$ cat src/rtl/stepped_cpu_core.sv
// stepped_cpu_core: operator-stepped CPU with a parametrised register file.
// Opcode, A and B are latched from the switches on three Step presses.
// A fourth press executes. MUL runs as a DATA_W-cycle shift-add sequence.
module stepped_cpu_core #(
  parameter int DATA_W = 4,
  parameter int NREG   = 8
) (
  input  logic                  Clock,
  input  logic                  Reset,
  input  logic                  Step,
  input  logic                  Clear,
  input  logic                  Show,
  input  logic [DATA_W-1:0]     Sw,
  output logic [1:0]            Phase,
  output logic                  Busy,
  output logic                  Done,
  output logic [3:0]            Flags,
  output logic [2*DATA_W-1:0]   Result,
  output logic [2*DATA_W-1:0]   Result_Disp
);

  localparam int IDX_W = $clog2(NREG);
  localparam int CNT_W = $clog2(DATA_W + 1);
  localparam int MSB   = DATA_W - 1;

  typedef enum logic [2:0] {
    ST_P0,
    ST_P1,
    ST_P2,
    ST_P3,
    ST_MUL
  } state_t;

  state_t                state_q, state_d;
  logic                  stepPrev_q;
  logic                  done_q, done_d;
  logic [3:0]            flags_q, flags_d;
  logic                  lastMul_q, lastMul_d;
  logic [DATA_W-1:0]     regs_q [NREG];
  logic [DATA_W-1:0]     regs_d [NREG];
  logic [2*DATA_W-1:0]   mulAcc_q, mulAcc_d;
  logic [2*DATA_W-1:0]   mulCand_q, mulCand_d;
  logic [DATA_W-1:0]     mulPlier_q, mulPlier_d;
  logic [CNT_W-1:0]      mulCnt_q, mulCnt_d;

  logic                  stepEvent;
  logic [3:0]            opc;
  logic [DATA_W-1:0]     opA, opB;
  logic [IDX_W-1:0]      idx;
  logic [DATA_W:0]       sumW;
  logic [DATA_W-1:0]     diffW;
  logic [2*DATA_W-1:0]   mulAdd;
  logic [DATA_W-1:0]     aluRes;
  logic                  aluV, aluC;

  // Operands always come from R0..R2; the step edge is ignored while multiplying
  always_comb begin
    stepEvent = Step && !stepPrev_q && (state_q != ST_MUL);
    opc       = regs_q[0][3:0];
    opA       = regs_q[1];
    opB       = regs_q[2];
    idx       = regs_q[1][IDX_W-1:0];
    sumW      = {1'b0, opA} + {1'b0, opB};
    diffW     = opA - opB;
    mulAdd    = mulPlier_q[0] ? (mulAcc_q + mulCand_q) : mulAcc_q;
  end

  // Single-cycle ALU result plus its carry/overflow for opcodes 0000-0110
  always_comb begin
    aluRes = '0;
    aluV   = 1'b0;
    aluC   = 1'b0;
    case (opc)
      4'b0000: begin
        aluRes = sumW[DATA_W-1:0];
        aluC   = sumW[DATA_W];
        aluV   = (opA[MSB] == opB[MSB]) && (aluRes[MSB] != opA[MSB]);
      end
      4'b0001: begin
        aluRes = diffW;
        aluC   = (opA < opB);
        aluV   = (opA[MSB] != opB[MSB]) && (aluRes[MSB] != opA[MSB]);
      end
      4'b0010: aluRes = opA & opB;
      4'b0011: aluRes = opA | opB;
      4'b0100: aluRes = opA ^ opB;
      4'b0101: aluRes = ~opA;
      4'b0110: begin
        aluRes = {opA[DATA_W-2:0], 1'b0};
        aluC   = opA[MSB];
      end
      default: aluRes = '0;
    endcase
  end

  // Next-state logic: operand entry, execute, multiply sequencing and Clear
  always_comb begin
    state_d    = state_q;
    done_d     = 1'b0;
    flags_d    = flags_q;
    lastMul_d  = lastMul_q;
    regs_d     = regs_q;
    mulAcc_d   = mulAcc_q;
    mulCand_d  = mulCand_q;
    mulPlier_d = mulPlier_q;
    mulCnt_d   = mulCnt_q;

    if (Clear) begin
      state_d    = ST_P0;
      flags_d    = 4'b0000;
      lastMul_d  = 1'b0;
      for (int i = 0; i < NREG; i++) begin
        regs_d[i] = '0;
      end
      mulAcc_d   = '0;
      mulCand_d  = '0;
      mulPlier_d = '0;
      mulCnt_d   = '0;
    end else begin
      case (state_q)
        ST_P0: begin
          if (stepEvent) begin
            regs_d[0] = Sw;
            state_d   = ST_P1;
          end
        end
        ST_P1: begin
          if (stepEvent) begin
            regs_d[1] = Sw;
            state_d   = ST_P2;
          end
        end
        ST_P2: begin
          if (stepEvent) begin
            regs_d[2] = Sw;
            state_d   = ST_P3;
          end
        end
        ST_P3: begin
          if (stepEvent) begin
            state_d   = ST_P0;
            done_d    = 1'b1;
            lastMul_d = 1'b0;
            case (opc)
              4'b0000, 4'b0001, 4'b0010, 4'b0011,
              4'b0100, 4'b0101, 4'b0110: begin
                regs_d[3] = aluRes;
                flags_d   = {aluRes[MSB], (aluRes == '0), aluV, aluC};
              end
              4'b0111: begin
                state_d    = ST_MUL;
                done_d     = 1'b0;
                lastMul_d  = lastMul_q;
                mulAcc_d   = '0;
                mulCand_d  = {{DATA_W{1'b0}}, opA};
                mulPlier_d = opB;
                mulCnt_d   = '0;
              end
              4'b1110: regs_d[3] = regs_q[idx];
              4'b1111: regs_d[idx] = opB;
              default: regs_d[3] = regs_q[3];
            endcase
          end
        end
        ST_MUL: begin
          mulAcc_d   = mulAdd;
          mulCand_d  = {mulCand_q[2*DATA_W-2:0], 1'b0};
          mulPlier_d = {1'b0, mulPlier_q[DATA_W-1:1]};
          mulCnt_d   = mulCnt_q + CNT_W'(1);
          if (mulCnt_q == CNT_W'(DATA_W - 1)) begin
            regs_d[3] = mulAdd[DATA_W-1:0];
            regs_d[4] = mulAdd[2*DATA_W-1:DATA_W];
            flags_d   = {mulAdd[2*DATA_W-1], (mulAdd == '0), 1'b0,
                         (mulAdd[2*DATA_W-1:DATA_W] != '0)};
            lastMul_d = 1'b1;
            done_d    = 1'b1;
            state_d   = ST_P0;
          end
        end
        default: state_d = ST_P0;
      endcase
    end
  end

  // All architectural state, cleared asynchronously by Reset
  always_ff @(posedge Clock or negedge Reset) begin
    if (!Reset) begin
      state_q    <= ST_P0;
      stepPrev_q <= 1'b0;
      done_q     <= 1'b0;
      flags_q    <= 4'b0000;
      lastMul_q  <= 1'b0;
      for (int i = 0; i < NREG; i++) begin
        regs_q[i] <= '0;
      end
      mulAcc_q   <= '0;
      mulCand_q  <= '0;
      mulPlier_q <= '0;
      mulCnt_q   <= '0;
    end else begin
      state_q    <= state_d;
      stepPrev_q <= Step;
      done_q     <= done_d;
      flags_q    <= flags_d;
      lastMul_q  <= lastMul_d;
      regs_q     <= regs_d;
      mulAcc_q   <= mulAcc_d;
      mulCand_q  <= mulCand_d;
      mulPlier_q <= mulPlier_d;
      mulCnt_q   <= mulCnt_d;
    end
  end

  // Phase shows the entry step; the multiply keeps showing the execute phase
  always_comb begin
    Phase = 2'd0;
    case (state_q)
      ST_P0:   Phase = 2'd0;
      ST_P1:   Phase = 2'd1;
      ST_P2:   Phase = 2'd2;
      ST_P3:   Phase = 2'd3;
      ST_MUL:  Phase = 2'd3;
      default: Phase = 2'd0;
    endcase
  end

  // Result exposes the high half only after a completed multiply
  always_comb begin
    Busy        = (state_q == ST_MUL);
    Done        = done_q;
    Flags       = flags_q;
    Result      = lastMul_q ? {regs_q[4], regs_q[3]} : {{DATA_W{1'b0}}, regs_q[3]};
    Result_Disp = Show ? Result : '0;
  end

endmodule
$ cat config.mk
export PLATFORM = sky130hd
export DESIGN_NAME = stepped_cpu_core
export DESIGN_NICKNAME = d
export VERILOG_FILES = /design/src/rtl/stepped_cpu_core.sv
export SDC_FILE = /design/constraint.sdc
export NUM_CORES = 1
export LEC_CHECK = 0
export CORE_ASPECT_RATIO = 1.5
export CORE_MARGIN = 4
export CORE_UTILIZATION = 60
export CTS_CLUSTER_DIAMETER = 60
export CTS_CLUSTER_SIZE = 12
export DETAILED_ROUTE_END_ITERATION = 16
export PLACE_DENSITY_LB_ADDON = 0.05
export SYNTH_ARGS = -nofsm -noshare
export SYNTH_HDL_FRONTEND = slang
export SYNTH_SLANG_ARGS = --single-unit
$ cat constraint.sdc
create_clock -name Clock -period 4.8 [get_ports Clock]
set_input_delay 1.2 -clock Clock [delete_from_list [all_inputs] [get_ports Clock]]
set_output_delay 1.2 -clock Clock [all_outputs]
set_load 0.005 [all_outputs]
==> results.txt, run 1 <==
outcome -> finished, final reports clean
PortBufs -> 32
Crit. End Element -> primary output
drt total wl -> 12.03 mm
hold_ws -> 0.4910 ns
RSZ-0062 raised after global routing -> no
CTS tree -> done
Post-Layout Cell Count -> 646
Initial Util -> 0.6246
Synth Area in Compound Gates -> 0.2572
clock skew -> 0.004910 ns
EDFF count, synth -> 0
die width -> 79.28 µm
crit-path max FO -> 8
power per cell area -> 293.8 nW/µm²
Slew headroom -> 0.3631
Post-Route Utilization -> 0.6909
Fill cells -> 623
FP Rows -> 38
#FFs+latches synth -> 65
total of max-cap violations -> 0
Routed Antenna Nets -> 0
Cells after Synth -> 533
first-pass GRT wire length -> 20.09 mm
minimum clock period -> 3.683 ns
Resize count post-CTS -> 0
post-synthesis xor/xnor area fraction -> 0.01915
met1 Resource Use GR -> 0.3279
layout cells sized above 1 -> 0.07143
largest family of logic cells by synthesized area -> compound AO/OA/AOI/OAI gates
critical path data required time -> 3.60 ns
highest clock rate -> 0.2715 GHz
Core Area -> 7322 µm²
I/O Pins -> 33
Seq/Total Area, Yosys -> 0.3557
total grt overflow -> 0
Root Driver -> clkbuf_8
grt peak-use layer -> met2
Pwr Total -> 1.486 mW
Unique masters post-synth -> 69
peak supply drop -> 0.0001922 V
die area -> 9111 µm²
antenna diode count -> 0
Syn Area/Cell -> 8.580 µm²
Post-route DRC -> 0
post-synthesis mux area share -> 0.05280
drt initial violations -> 233
worst-case reg-to-reg path depth -> 9
CTS Buf Count -> 9
Setup Crit Path Kind -> in -> out
Top FF cell, synth -> dfrtp_1
Global Route Usage Sum -> 0.2864
Worst Tran Pin Value -> 0.9553 ns
clk sink count -> 65
Post-Syn Nets -> 566
via count -> 4101
WP data arrival -> 2.48 ns
largest net degree at the start of global routing -> 35
Tcrit/Tclk final -> 0.7673
vias in the first global route -> 4029
cell count after placement -> 631
die height -> 114.9 µm
via/cell ratio -> 6.348
H-tree depth -> 3
most common cell after layout, fill and taps aside -> nand2_1
most frequent cells in the layout -> nand2_1 (67), dfrtp_1 (65), o21ai_0 (47)
Max Slew Vio Count -> 0
Post-synth ARST share -> 1.000
number of iterations in the first detailed-routing pass -> 4
hold depth -> 2
HPWL Detailed -> 8.991 mm
clk buf depth -> 2
adder-cell share of the synthesized area -> 0.07059
Final setup viols -> 0
Fin. Hold Viols -> 0
postcts setup bufs -> 0
Post-Synthesis Cell Area -> 4573 µm²
wire per inst -> 18.62 µm
P&R area growth vs syn -> 10.62%
hold_buf cts -> 0
Clk pin slew, worst setup/hold paths -> 0.07 ns
final setup TNS -> 0 ns
nets -> 575
Worst-Skew Late Latency -> 0.36 ns
Worst setup SP type -> input pin
gpl congestion -> 0.9162
M2 GR Usage -> 0.4865
antenna violations before repair -> 0
Synth Area in Simple Gates -> 0.1852
leakage -> 2.115 nW
Synth Warn # -> 0
Global Route met3 Usage -> 0.06270
Min-Delay Path Class -> reg -> reg
==> cell usage after synthesis, types with 3 or more instances <==
| cell | n | share of area |
|---|---|---|
| o22ai_1 | 5 | 0.0068 |
| o31ai_1 | 8 | 0.013 |
| o21bai_1 | 3 | 0.0049 |
| nand3_1 | 9 | 0.0098 |
| a221oi_1 | 6 | 0.011 |
| or2_2 | 4 | 0.0055 |
| nor4_1 | 3 | 0.0041 |
| a22oi_1 | 14 | 0.023 |
| xor2_1 | 3 | 0.0057 |
| or3_1 | 3 | 0.0041 |
| mux2i_1 | 14 | 0.031 |
| dfrtp_1 | 65 | 0.36 |
| clkbuf_1 | 22 | 0.018 |
| a21boi_0 | 3 | 0.0049 |
| nand2b_1 | 5 | 0.0068 |
| a211oi_1 | 4 | 0.0066 |
| nor3b_1 | 3 | 0.0049 |
| ha_1 | 21 | 0.057 |
| a22o_1 | 5 | 0.0096 |
| nand2_1 | 67 | 0.055 |
| nand4_1 | 6 | 0.0082 |
| a21o_1 | 5 | 0.0082 |
| o21a_1 | 3 | 0.0049 |
| o211ai_1 | 5 | 0.0082 |
| and2_1 | 8 | 0.011 |
| fa_1 | 3 | 0.013 |
| inv_1 | 23 | 0.019 |
| buf_1 | 3 | 0.0025 |
| and3_1 | 5 | 0.0068 |
| nor2_1 | 33 | 0.027 |
| a21oi_1 | 43 | 0.047 |
| nor3_1 | 9 | 0.0098 |
| nor2b_1 | 5 | 0.0068 |
| xnor2_1 | 7 | 0.013 |
| a31oi_1 | 8 | 0.011 |
| buf_2 | 6 | 0.0066 |
| buf_4 | 5 | 0.0082 |
| mux2_2 | 3 | 0.0074 |
| o221ai_1 | 3 | 0.0057 |
| o21ai_0 | 47 | 0.051 |
| mux4_2 | 3 | 0.015 |
==> metal layers <==
| layer | part of all wire | vias up |
|---|---|---|
| met5 | 0 | - |
| met3 | 0.054 | 40 |
| met1 | 0.38 | 1967 |
| met2 | 0.52 | 143 |
| met4 | 0.046 | 0 |
| li1 | - | 1951 |
==> worst max-delay path: stages <==
cell	delay [ns]
clkdlybuf4s50_1	0.60
and3_1	0.18
clkdlybuf4s50_1	0.50
==> through the flow <==
step                      setup slack, ns  cell area, µm²
after floorplan                     1.753            4573
after global placement              1.122            4863
after CTS                           1.110            5059
after detailed placement            1.114            4863
after global routing                1.044            5059
final                               1.117            5059
==> logic make-up after synthesis <==
kind of cell    count (synthesis)
xor+xnor                       10
simple gates                  172
flops                          65
buf+inv                        63
mux                            20
fa+ha+maj                      24
compound gates                179
==> worst paths after layout <==
path                        startpoint        endpoint  slack, ns
setup / recovery                  Show  Result_Disp[5]       1.12
hold / removal             mulCnt_q[2]     mulCnt_q[2]       0.49
setup reg to reg                opA[1]        Flags[2]       1.43
hold reg to reg            mulCnt_q[2]     mulCnt_q[2]       0.49
max in group asynchronous        Reset       regs_q[5]       3.00
min in group asynchronous        Reset    mulCand_q[5]       0.89
==> power by group <==
part	internal, mW	switching [mW]	leakage (nW)
registers	0.594	0.0984	0.868
clock network	0.264	0.211	0.102
logic	0.154	0.165	1.14
==> registers in the layout (all words and copies together) (netlist names) <==
| signal | flops |
|---|---|
| regs_q | 20 |
| mulAcc_q | 8 |
| mulCand_q | 8 |
| Flags | 4 |
| mulPlier_q | 4 |
| opA | 4 |
| opB | 4 |
| opc | 4 |
| mulCnt_q | 3 |
| state_q | 3 |
| Done | 1 |
| lastMul_q | 1 |
| stepPrev_q | 1 |
==> area by class of cell <==
cell class	count	area, µm²	share of cell area
clock inverters	3	40.04	0.007915
multi-input cells	405	2675	0.5288
inverters	26	98.84	0.01954
flip-flops and latches	65	1627	0.3215
well taps	100	125.1	0.02473
clock buffers	12	155.1	0.03067
repair buffers	35	337.8	0.06678
(Power assumes the default switching activity.)
==> inputs of run 2 (changes only) <==
clock period = 3.7 ns   (was 4.8 ns; I/O delays follow)
==> run 2 against run 1 <==
  * First-iteration DRC count grew 42%
  * Worst hold slack lost 0.0088 ns
  * Combinational power grew 45%
  * Largest power group unchanged
  * Critical path depth is the same
  * Sequential power grew 25%
  * Sequential share of layout area shrank 0.57 points
==> results.txt, run 2 (synthesis gave the netlist of run 1 again) <==
outcome -> finished, final reports clean
Slew headroom -> 0.4392 (+0.07607)
Storage cell area -> 1627 µm² (unchanged)
most common cell after layout, fill and taps aside -> nand2_1
Worst Tran Pin Value -> 0.8412 ns (-0.1141 ns)
nets -> 588 (+2.3%)
Core Area -> 7322 µm² (unchanged)
Post-Route Utilization -> 0.7033 (+0.01247)
Initial Util -> 0.6246 (unchanged)
via/cell ratio -> 6.320 (-0.45%)
clk buf depth -> 2 (unchanged)
Gate power share -> 0.242 (+0.027)
FP Rows -> 38 (unchanged)
antenna violations before repair -> 0 (unchanged)
P&R area growth vs syn -> 12.61%
Sw Share -> 0.3152 (-0.004530)
grt peak-use layer -> met2
Worst setup SP type -> input pin
Global Route Usage Sum -> 0.2865 (about the same)
peak supply drop -> 0.0002762 V (+44%)
HPWL Detailed -> 9.268 mm (+3.1%)
Post-route DRC -> 0 (unchanged)
Routed Antenna Nets -> 0 (unchanged)
drt initial violations -> 330 (+42%)
Pwr Total -> 1.915 mW (+29%)
critical path data required time -> 2.77 ns (-0.83 ns)
die width -> 79.28 µm (unchanged)
R2R setup slack -> 0.79 ns (-0.64 ns)
total grt overflow -> 0 (unchanged)
gpl congestion -> 0.9355 (+2.1%)
H-tree depth -> 3 (unchanged)
Multi-input gate area -> 2675 µm² (unchanged)
Tcrit/Tclk final -> 0.8473
Largest register FFs -> 20 (unchanged)
via count -> 4171 (+1.7%)
I/O Pins -> 33 (unchanged)
antenna diode count -> 0 (unchanged)
most frequent cells in the layout -> nand2_1 (67), dfrtp_1 (65), o21ai_0 (47)
Fill cells -> 610 (-2.1%)
die area -> 9111 µm² (unchanged)
clk sink count -> 65 (unchanged)
total of max-cap violations -> 0 (unchanged)
crit-path max FO -> 8 (unchanged)
part of the power in registers -> 0.451 (-0.015)
Clk network pwr share -> 0.307 (-0.013)
RSZ-0062 raised after global routing -> no
layout cells sized above 1 -> 0.09107 (+0.01964)
clock skew -> 0.004863 ns (-0.00004732 ns)
number of iterations in the first detailed-routing pass -> 5 (+1)
Final setup viols -> 0 (unchanged)
Clk pin slew, worst setup/hold paths -> 0.07 ns (about the same)
PortBufs -> 32 (unchanged)
largest net degree at the start of global routing -> 66 (+89%)
highest clock rate -> 0.3190 GHz
vias in the first global route -> 3965 (-1.6%)
Int Pwr -> 1.311 mW (+30%)
M2 GR Usage -> 0.4983 (+0.01181)
Min-Delay Path Class -> reg -> reg
Setup Crit Path Kind -> in -> out
first-pass GRT wire length -> 20.18 mm (+0.48%)
leakage -> 2.174 nW (+2.8%)
die height -> 114.9 µm (unchanged)
Fin. Hold Viols -> 0 (unchanged)
Max Slew Vio Count -> 0 (unchanged)
minimum clock period -> 3.135 ns
Root Driver -> clkbuf_8
CTS Buf Count -> 9 (unchanged)
wire per inst -> 18.49 µm (-0.69%)
Top Registers -> regs_q (20), mulAcc_q (8), mulCand_q (8)
Global Route met3 Usage -> 0.04702 (-0.01567)
Crit. End Element -> primary output
Resize count post-CTS -> 0 (unchanged)
drt total wl -> 12.20 mm (+1.5%)
WP data arrival -> 2.21 ns (-0.27 ns)
Worst-Skew Late Latency -> 0.35 ns (about the same)
Net Switching -> 0.6037 mW (+27%)
Reg with most FFs -> regs_q
hold_buf cts -> 0 (unchanged)
postcts setup bufs -> 0 (unchanged)
CTS tree -> done
final setup TNS -> 0 ns (unchanged)
power per cell area -> 371.9 nW/µm² (+27%)
met1 Resource Use GR -> 0.3409 (+0.01302)
## run 2: cell count changes in the layout (fill, tap and decap cells not counted), sizes merged
cell	before	now
buf	4	17
clkbuf	12	13
## run 2: path summary, 6_finish.rpt
kind | from | cells past startpoint | end
setup / recovery | Show | 3 | Result_Disp[6]
max in group asynchronous | Reset | 2 | opc[1]
min in group asynchronous | Reset | 2 | mulCand_q[4]
hold / removal | mulPlier_q[1] | 2 | mulPlier_q[1]
setup reg to reg | opA[0] | 11 | Flags[2]
hold reg to reg | mulPlier_q[1] | 2 | mulPlier_q[1]
## run 2: power groups by stage
| stage | combinational [mW] | sequential, mW | clock [mW] |
|---|---|---|---|
| final | 0.463 | 0.864 | 0.588 |
| after global routing | 0.512 | 0.874 | 0.633 |
| after CTS | 0.460 | 0.861 | 0.598 |
| after detailed placement | 0.458 | 0.874 | 0 |
| after global placement | 0.448 | 0.871 | 0 |
| after floorplan | 0.348 | 0.824 | 0 |
## run 2: area by class of cell
type                    count  share of cell area
clock buffers              13             0.02891
clock inverters             3            0.007775
inverters                  26             0.01919
multi-input cells         405              0.5194
flip-flops and latches     65              0.3158
well taps                 100             0.02430
repair buffers             48             0.08455
## run 2: metrics by stage
stage | cells | setup slack [ns] | hold WS [ns] | cell area, µm²
floorplan | 533 | 0.6530 | 0.4488 | 4573
global placement | 644 | 0.5739 | 0.4617 | 4961
detailed placement | 644 | 0.5493 | 0.4673 | 4961
CTS | 660 | 0.5631 | 0.4827 | 5150
global route | 660 | 0.4785 | 0.4979 | 5150
finish | 660 | 0.5650 | 0.4822 | 5150
## run 2: routing by layer
layer	vias to the layer above	part of all wire	routed length (µm)
met5	-	0	0
met4	0	0.039	479
met1	1983	0.39	4793
met2	160	0.52	6301
li1	1982	-	-
met3	46	0.052	629
## run 2: worst max-delay path: stages
cell and delay, ns:
clkdlybuf4s50_1 0.60, and3_1 0.19, clkdlybuf4s50_1 0.50
